--- config.mk ---
export PLATFORM = sky130hd
export DESIGN_NAME = sonic_motion_ctrl_flat
export DESIGN_NICKNAME = d
export VERILOG_FILES = /design/src/rtl/sonic_motion_ctrl_pkg.sv /design/src/rtl/sonic_motion_ctrl_if.sv /design/src/rtl/sonic_motion_ctrl_jump_physics.sv /design/src/rtl/sonic_motion_ctrl.sv /design/src/flat_wrapper.sv
export SDC_FILE = /design/constraint.sdc
export NUM_CORES = 1
export LEC_CHECK = 0
export CAP_MARGIN = 20
export CORE_MARGIN = 4
export CORE_UTILIZATION = 35
export CTS_BUF_LIST = sky130_fd_sc_hd__clkbuf_8
export DETAILED_ROUTE_END_ITERATION = 8
export PLACE_DENSITY_LB_ADDON = 0.05
export SKIP_CTS_REPAIR_TIMING = 1
export SLEW_MARGIN = 20
export SYNTH_ARGS = -nofsm -noshare
export SYNTH_HDL_FRONTEND = slang
export SYNTH_HIERARCHICAL = 1
export SYNTH_SLANG_ARGS = --single-unit
--- constraint.sdc ---
create_clock -name vga_clk -period 4.9 [get_ports vga_clk]
set_clock_uncertainty 0.05 [all_clocks]
set_input_delay 0.98 -clock vga_clk [delete_from_list [all_inputs] [get_ports vga_clk]]
set_output_delay 0.98 -clock vga_clk [all_outputs]
set_load 0.01 [all_outputs]
--- src/rtl/sonic_motion_ctrl_pkg.sv ---
// Shared types and sprite-sheet geometry for the Sonic motion controller.
package sonic_pkg;

  typedef enum logic [1:0] {
    ST_IDLE = 2'd0,
    ST_RUN  = 2'd1,
    ST_JUMP = 2'd2
  } state_e;

  localparam int FRAME_W    = 18;
  localparam int FRAME_H    = 32;
  localparam int RUN_ROW_Y  = 0;
  localparam int JUMP_ROW_Y = 32;
  localparam int SHEET_W    = 360;

  // Run frames skip column 0, which holds the standing pose.
  function automatic logic [9:0] frame_x(input state_e s, input logic [1:0] anim);
    case (s)
      ST_RUN:  frame_x = 10'(FRAME_W * (32'(anim) + 1));
      ST_JUMP: frame_x = 10'(FRAME_W * 32'(anim));
      default: frame_x = 10'd0;
    endcase
  endfunction

  function automatic logic [9:0] frame_y(input state_e s);
    frame_y = (s == ST_JUMP) ? 10'(JUMP_ROW_Y) : 10'(RUN_ROW_Y);
  endfunction

endpackage

--- src/rtl/sonic_motion_ctrl_if.sv ---
// Key inputs, frame tick and renderer-facing outputs of the motion controller.
interface sonic_motion_ctrl_if;
  logic       frame_tick;
  logic       key_right;
  logic       key_jump;
  logic [9:0] sprite_offset_x;
  logic [9:0] sprite_offset_y;
  logic [9:0] jump_pos_y;
  logic [9:0] position;
  logic [1:0] state_o;

  modport slave (
    input  frame_tick, key_right, key_jump,
    output sprite_offset_x, sprite_offset_y, jump_pos_y, position, state_o
  );

  modport master (
    output frame_tick, key_right, key_jump,
    input  sprite_offset_x, sprite_offset_y, jump_pos_y, position, state_o
  );
endinterface

--- src/rtl/sonic_motion_ctrl_jump_physics.sv ---
// Integer jump ballistics: height and velocity registers plus landing detect.
module sonic_jump_physics #(
  parameter int JUMP_V0 = 12
) (
  input  logic       vga_clk,
  input  logic       reset_n,
  input  logic       i_tick,
  input  logic       i_start,
  input  logic       i_active,
  output logic       o_landed,
  output logic [9:0] o_jump_pos
);

  logic signed [5:0]  r_vel;
  logic        [9:0]  r_pos;
  logic signed [10:0] w_sum;

  // Sum is widened so a descending step past ground reads as non-positive.
  assign w_sum      = $signed({1'b0, r_pos}) + $signed({{5{r_vel[5]}}, r_vel});
  assign o_landed   = i_active && (w_sum <= 11'sd0);
  assign o_jump_pos = r_pos;

  always_ff @(posedge vga_clk or negedge reset_n) begin
    if (!reset_n) begin
      r_vel <= '0;
      r_pos <= '0;
    end else if (i_tick) begin
      if (i_start) begin
        r_vel <= 6'(JUMP_V0);
        r_pos <= '0;
      end else if (i_active) begin
        if (o_landed) begin
          r_vel <= '0;
          r_pos <= '0;
        end else begin
          r_vel <= r_vel - 6'sd1;
          r_pos <= w_sum[9:0];
        end
      end
    end
  end

endmodule

--- src/rtl/sonic_motion_ctrl.sv ---
// Per-frame player motion: IDLE/RUN/JUMP FSM, world scroll, animation and sprite select.
module sonic_motion_ctrl
  import sonic_pkg::*;
#(
  parameter int ANIM_DIV  = 4,
  parameter int RUN_SPEED = 2,
  parameter int POS_MAX   = 1000,
  parameter int JUMP_V0   = 12
) (
  input logic                vga_clk,
  input logic                reset_n,
  sonic_motion_ctrl_if.slave bus
);

  localparam int DIV_W = (ANIM_DIV > 1) ? $clog2(ANIM_DIV) : 1;

  state_e             r_state, w_next;
  logic               w_start, w_landed, w_chg, w_tick;
  logic [9:0]         w_jump_pos;
  logic [9:0]         r_position, w_position_next;
  logic [10:0]        w_pos_sum;
  logic [DIV_W-1:0]   r_div, w_div_base, w_div_next;
  logic [1:0]         r_anim, w_anim_base, w_anim_next;
  logic [9:0]         r_off_x, r_off_y;

  assign w_tick = bus.frame_tick;

  sonic_jump_physics #(.JUMP_V0(JUMP_V0)) u_phys (
    .vga_clk   (vga_clk),
    .reset_n   (reset_n),
    .i_tick    (w_tick),
    .i_start   (w_start),
    .i_active  (r_state == ST_JUMP),
    .o_landed  (w_landed),
    .o_jump_pos(w_jump_pos)
  );

  always_ff @(posedge vga_clk or negedge reset_n) begin
    if (!reset_n) r_state <= ST_IDLE;
    else          r_state <= w_next;
  end

  always_comb begin
    w_next  = r_state;
    w_start = 1'b0;
    if (w_tick) begin
      case (r_state)
        ST_IDLE, ST_RUN: begin
          if (bus.key_jump) begin
            w_next  = ST_JUMP;
            w_start = 1'b1;
          end else if (bus.key_right) begin
            w_next = ST_RUN;
          end else begin
            w_next = ST_IDLE;
          end
        end
        ST_JUMP: if (w_landed) w_next = bus.key_right ? ST_RUN : ST_IDLE;
        default: w_next = ST_IDLE;
      endcase
    end
  end

  assign w_pos_sum       = {1'b0, r_position} + 11'(RUN_SPEED);
  assign w_position_next = (w_pos_sum > 11'(POS_MAX)) ? 10'(POS_MAX) : w_pos_sum[9:0];

  // The entering tick counts as the first tick of the new state's animation cycle.
  always_comb begin
    w_chg       = (w_next != r_state);
    w_div_base  = w_chg ? '0 : r_div;
    w_anim_base = w_chg ? '0 : r_anim;
    w_div_next  = w_div_base;
    w_anim_next = w_anim_base;
    if (w_next != ST_IDLE) begin
      if (w_div_base == DIV_W'(ANIM_DIV - 1)) begin
        w_div_next  = '0;
        w_anim_next = w_anim_base + 2'd1;
      end else begin
        w_div_next = w_div_base + 1'b1;
      end
    end
  end

  always_ff @(posedge vga_clk or negedge reset_n) begin
    if (!reset_n) begin
      r_position <= '0;
      r_div      <= '0;
      r_anim     <= '0;
      r_off_x    <= '0;
      r_off_y    <= '0;
    end else if (w_tick) begin
      if (w_next == ST_RUN || (w_next == ST_JUMP && bus.key_right))
        r_position <= w_position_next;
      r_div   <= w_div_next;
      r_anim  <= w_anim_next;
      r_off_x <= frame_x(w_next, w_anim_next);
      r_off_y <= frame_y(w_next);
    end
  end

  assign bus.sprite_offset_x = r_off_x;
  assign bus.sprite_offset_y = r_off_y;
  assign bus.jump_pos_y      = w_jump_pos;
  assign bus.position        = r_position;
  assign bus.state_o         = r_state;

endmodule

--- src/flat_wrapper.sv ---
// flat-port wrapper written by rule: the top's interface ports become plain ports
module sonic_motion_ctrl_flat import sonic_pkg::*;
#(
  parameter int ANIM_DIV  = 4,
  parameter int RUN_SPEED = 2,
  parameter int POS_MAX   = 1000,
  parameter int JUMP_V0   = 12
)
  (vga_clk, reset_n, bus_frame_tick, bus_key_right, bus_key_jump, bus_sprite_offset_x, bus_sprite_offset_y, bus_jump_pos_y, bus_position, bus_state_o);
  sonic_motion_ctrl_if bus_i ();
  input logic vga_clk;
  input logic reset_n;
  input wire logic [$bits(bus_i.frame_tick)-1:0] bus_frame_tick;
  input wire logic [$bits(bus_i.key_right)-1:0] bus_key_right;
  input wire logic [$bits(bus_i.key_jump)-1:0] bus_key_jump;
  output wire logic [$bits(bus_i.sprite_offset_x)-1:0] bus_sprite_offset_x;
  output wire logic [$bits(bus_i.sprite_offset_y)-1:0] bus_sprite_offset_y;
  output wire logic [$bits(bus_i.jump_pos_y)-1:0] bus_jump_pos_y;
  output wire logic [$bits(bus_i.position)-1:0] bus_position;
  output wire logic [$bits(bus_i.state_o)-1:0] bus_state_o;
  assign bus_i.frame_tick = bus_frame_tick;
  assign bus_i.key_right = bus_key_right;
  assign bus_i.key_jump = bus_key_jump;
  assign bus_sprite_offset_x = bus_i.sprite_offset_x;
  assign bus_sprite_offset_y = bus_i.sprite_offset_y;
  assign bus_jump_pos_y = bus_i.jump_pos_y;
  assign bus_position = bus_i.position;
  assign bus_state_o = bus_i.state_o;
  sonic_motion_ctrl #(.ANIM_DIV(ANIM_DIV), .RUN_SPEED(RUN_SPEED), .POS_MAX(POS_MAX), .JUMP_V0(JUMP_V0)) u_core (.vga_clk(vga_clk), .reset_n(reset_n), .bus(bus_i));
endmodule
==> flow_summary.yaml, run 1 <==
die:
  coreArea_um2: 7253
  die_width_um: 94.52
  ios: 47
  die_height_um: 94.52
  rows: 31
  start_util_pct: 36.12
  die_area_um2: 8934
yosys:
  synth_common_cells: "dfrtp_1, nand2_1, nor2_1"
  ys_seq_area_share_pct: 33.43
  synth.most_common_cell: "dfrtp_1"
  synthCells: 289
  synth_edf_count: 0
  ys_top_cells_by_area: "dfrtp_1, ha_1, buf_4"
  synth_area_leader_cell: "dfrtp_1"
  synth_top_area_share_pct: 33.43
  yosys_most_used_dff: "dfrtp_1"
  netlist_area_um2: 2620
  synth_warnings: 6
  synthArstFlopShare_pct: 100.0
  avgSynthCellArea_um2: 9.066
  netlist-cell-type-count: 64
  synth_seq_cells: 35
worst_setup_path:
  cp.required_ns: 5.02
  max_stage_delay_ns: 0.42
  start_kind: "register"
  endpoint_kind: "register"
  path_max_fanout: 5
  crit_chain: "ha_1, inv_1, fa_1, nand2b_1, a21o_1, a211oi_2, and3_1, nand4_2, nand2_1, and2_1, inv_1, a221o_1, and2_1, ha_1, nor2b_1, nand2_1, xnor2_1, and2_1, ha_1, a22oi_1, o31ai_1"
  worstSetupPathType: "register to register"
  slowest_stage: "dfrtp_1"
  cp.arrival_ns: 4.62
detailed_routing:
  drtPass1Iterations: 6
  ant_nets: 0
  first_iter_violations: 89
  wirelength_um: 6206
  post_drt_via_cell_ratio: 5.078
  post_drt_wl_per_cell_um: 14.74
  dr_total_vias: 2138
  drc: 0
placement:
  dp_hpwl_um: 4569
  place_congestion: 0.7838
  port_buffers: 32
cts:
  htree_levels: 2
  cts.clk_slew.worst_paths_ns: 0.08
  cts_tree: "built"
  clockBufferDepth: 2
  worstSkewPairLatency_ns: 0.29
  clock_sink_count: 35
  cts_root_buf: "clkbuf_8"
  cts_buffers: 5
pwr:
  total_leakage_power_nw: 1.339
  clkPwrFrac_pct: 11.9
  intPower_w: 0.001092
  p_per_area_nw_per_um2: 651.3
  p_sw_w: 0.0009189
  comb_power_share_pct: 60.9
  p_sw_share_pct: 45.69
  power_frac_seq_pct: 27.2
  peakVddDrop_uv: 175.8
global_routing:
  gr-total-overflow: 0
  grt_pass1_wl_um: 10340
  antenna_found_initial: 0
  grt_max_degree: 36
  grt_usage_pct: 14.59
  grt_pass1_vias: 2019
final_layout:
  syn2layout_area_growth_pct: 17.86
  layout-drive-gt1-share_pct: 10.87
  utilization_pct: 42.57
  regArea_um2: 875.8
  final_nets: 344
  num_antenna_cells: 0
  multi_input_area_um2: 1587
  fillers: 741
sta:
  setup_viol: 0
  min_period_over_period_pct: 91.80
  fmax_ghz: 0.2223
  hold_viol: 0
  timing.setup.tns_ns: 0
  finalMaxSlewViolations: 0
  slew_headroom_pct: 43.45
  min_period_ns: 4.498
  worstMarginPinSlew_ns: 0.8483
  rsz0062_at_grt: "no"
status:
  outcome: "finished, final reports clean"
hold_path:
  hold_class: "register to register"
flow_run:
  cap_violations: 0
==> stage by stage <==
stage | total power (W) | cells | hold WS (ns) | instance area [µm²] | setup WS (ns)
finish | 0.002011 | 421 | 0.4540 | 3088 | 0.4016
global route | 0.002198 | 421 | 0.4999 | 3088 | 0.03151
CTS | 0.002009 | 421 | 0.4583 | 3070 | 0.2488
detailed placement | 0.001754 | 413 | 0.4278 | 2967 | 0.2717
global placement | 0.001756 | 413 | 0.4456 | 2967 | 0.4876
floorplan | 0.001394 | 302 | 0.4078 | 2669 | 0.7504
==> power by group through the flow <==
stage	clock (W)	combinational, W	sequential (W)
after floorplan	0	0.000843	0.000551
after global placement	0	0.00120	0.000554
after detailed placement	0	0.00120	0.000552
after CTS	0.000253	0.00121	0.000549
after global routing	0.000264	0.00136	0.000573
final	0.000240	0.00122	0.000547
==> layout by cell type (no fill, tap or decap), types with 6 or more instances in the layout <==
cell type / count
a21oi_1: 17
and2_1: 8
clkbuf_8: 7
clkdlybuf4s50_1: 31
conb_1: 14
dfrtp_1: 35
ha_1: 17
inv_1: 17
nand2_1: 25
nand3_1: 10
nor2_1: 20
o21ai_0: 12
o21ai_1: 6
==> per-layer routing <==
| metal | vias to the layer above | GRT usage (%) | share of wire, % |
|---|---|---|---|
| li1 | 1073 | - | - |
| met1 | 1011 | 21.70 | 50 |
| met2 | 52 | 21.22 | 45 |
| met3 | 2 | 3.745 | 4.6 |
| met4 | 0 | 3.005 | 0.47 |
| met5 | - | 0 | 0 |
==> final timing paths <==
kind	startpoint	to	slack [ns]	cells after the start
setup / recovery	u_core/u_phys/r_vel[0]$_DFFE_PN0P_	u_core/bus.sprite_offset_x[5]$_DFFE_PN0P_	0.40	21
max in group asynchronous	reset_n	u_core/u_phys/r_vel[5]$_DFFE_PN0P_	3.51	1
setup reg to reg	u_core/u_phys/r_vel[0]$_DFFE_PN0P_	u_core/bus.sprite_offset_x[5]$_DFFE_PN0P_	0.40	21
hold reg to reg	u_core/r_div[1]$_DFFE_PN0P_	u_core/r_div[1]$_DFFE_PN0P_	0.45	1
min in group asynchronous	reset_n	u_core/u_phys/o_jump_pos[3]$_DFFE_PN0P_	0.72	1
hold / removal	u_core/r_div[1]$_DFFE_PN0P_	u_core/r_div[1]$_DFFE_PN0P_	0.45	1
==> layout make-up <==
| cell class | instances | area share, % |
|---|---|---|
| Sequential cell | 35 | 28.36 |
| Timing Repair Buffer | 34 | 10.70 |
| Inverter | 18 | 2.188 |
| Clock buffer | 7 | 3.120 |
| Clock inverter | 1 | 0.2431 |
| Tap cell | 99 | 4.011 |
| Multi-Input combinational cell | 227 | 51.38 |
==> state kept, by name, summed over array words and instances (netlist names) <==
| signal | cells |
|---|---|
| u_core/bus.position | 9 |
| u_core/bus.sprite_offset_x | 3 |
| u_core/u_phys/o_jump_pos | 10 |
| u_core/r_anim | 2 |
| u_core/bus.state_o | 2 |
| u_core/u_phys/r_vel | 6 |
| u_core/bus.sprite_offset_y | 1 |
| u_core/r_div | 2 |
==> kinds of logic after synthesis <==
logic type	after synthesis	synth area share, %
flops	35	33.43
fa+ha+maj	18	8.882
other cells	1	0.1431
mux	8	3.343
simple gates	97	20.06
buf+inv	40	8.548
compound gates	81	22.30
xor+xnor	9	3.295
==> critical path: cells and delay by family, from the launching register on <==
kind | cells | cell delay (ns)
and+or+nand+nor | 9 | 1.61
AOI/OAI and AO/OA | 5 | 1.07
adders and majority gates | 4 | 1.03
DFF | 1 | 0.42
buffers and inverters | 2 | 0.11
xor gates and xnor gates | 1 | 0.11
(Power assumes the default switching activity.)
==> run 2: changes to the inputs <==
Settings changed: CAP_MARGIN 20 to 15, CTS_CLUSTER_DIAMETER set to 40.
==> results of run 2 <==
No change in the layout: final DEF, timing and power equal those of run 1.
==> run 3: changes to the inputs <==
Settings changed: CTS_CLUSTER_DIAMETER 40 to 60.
==> results of run 3 <==
No change in the layout: final DEF, timing and power equal those of run 1.
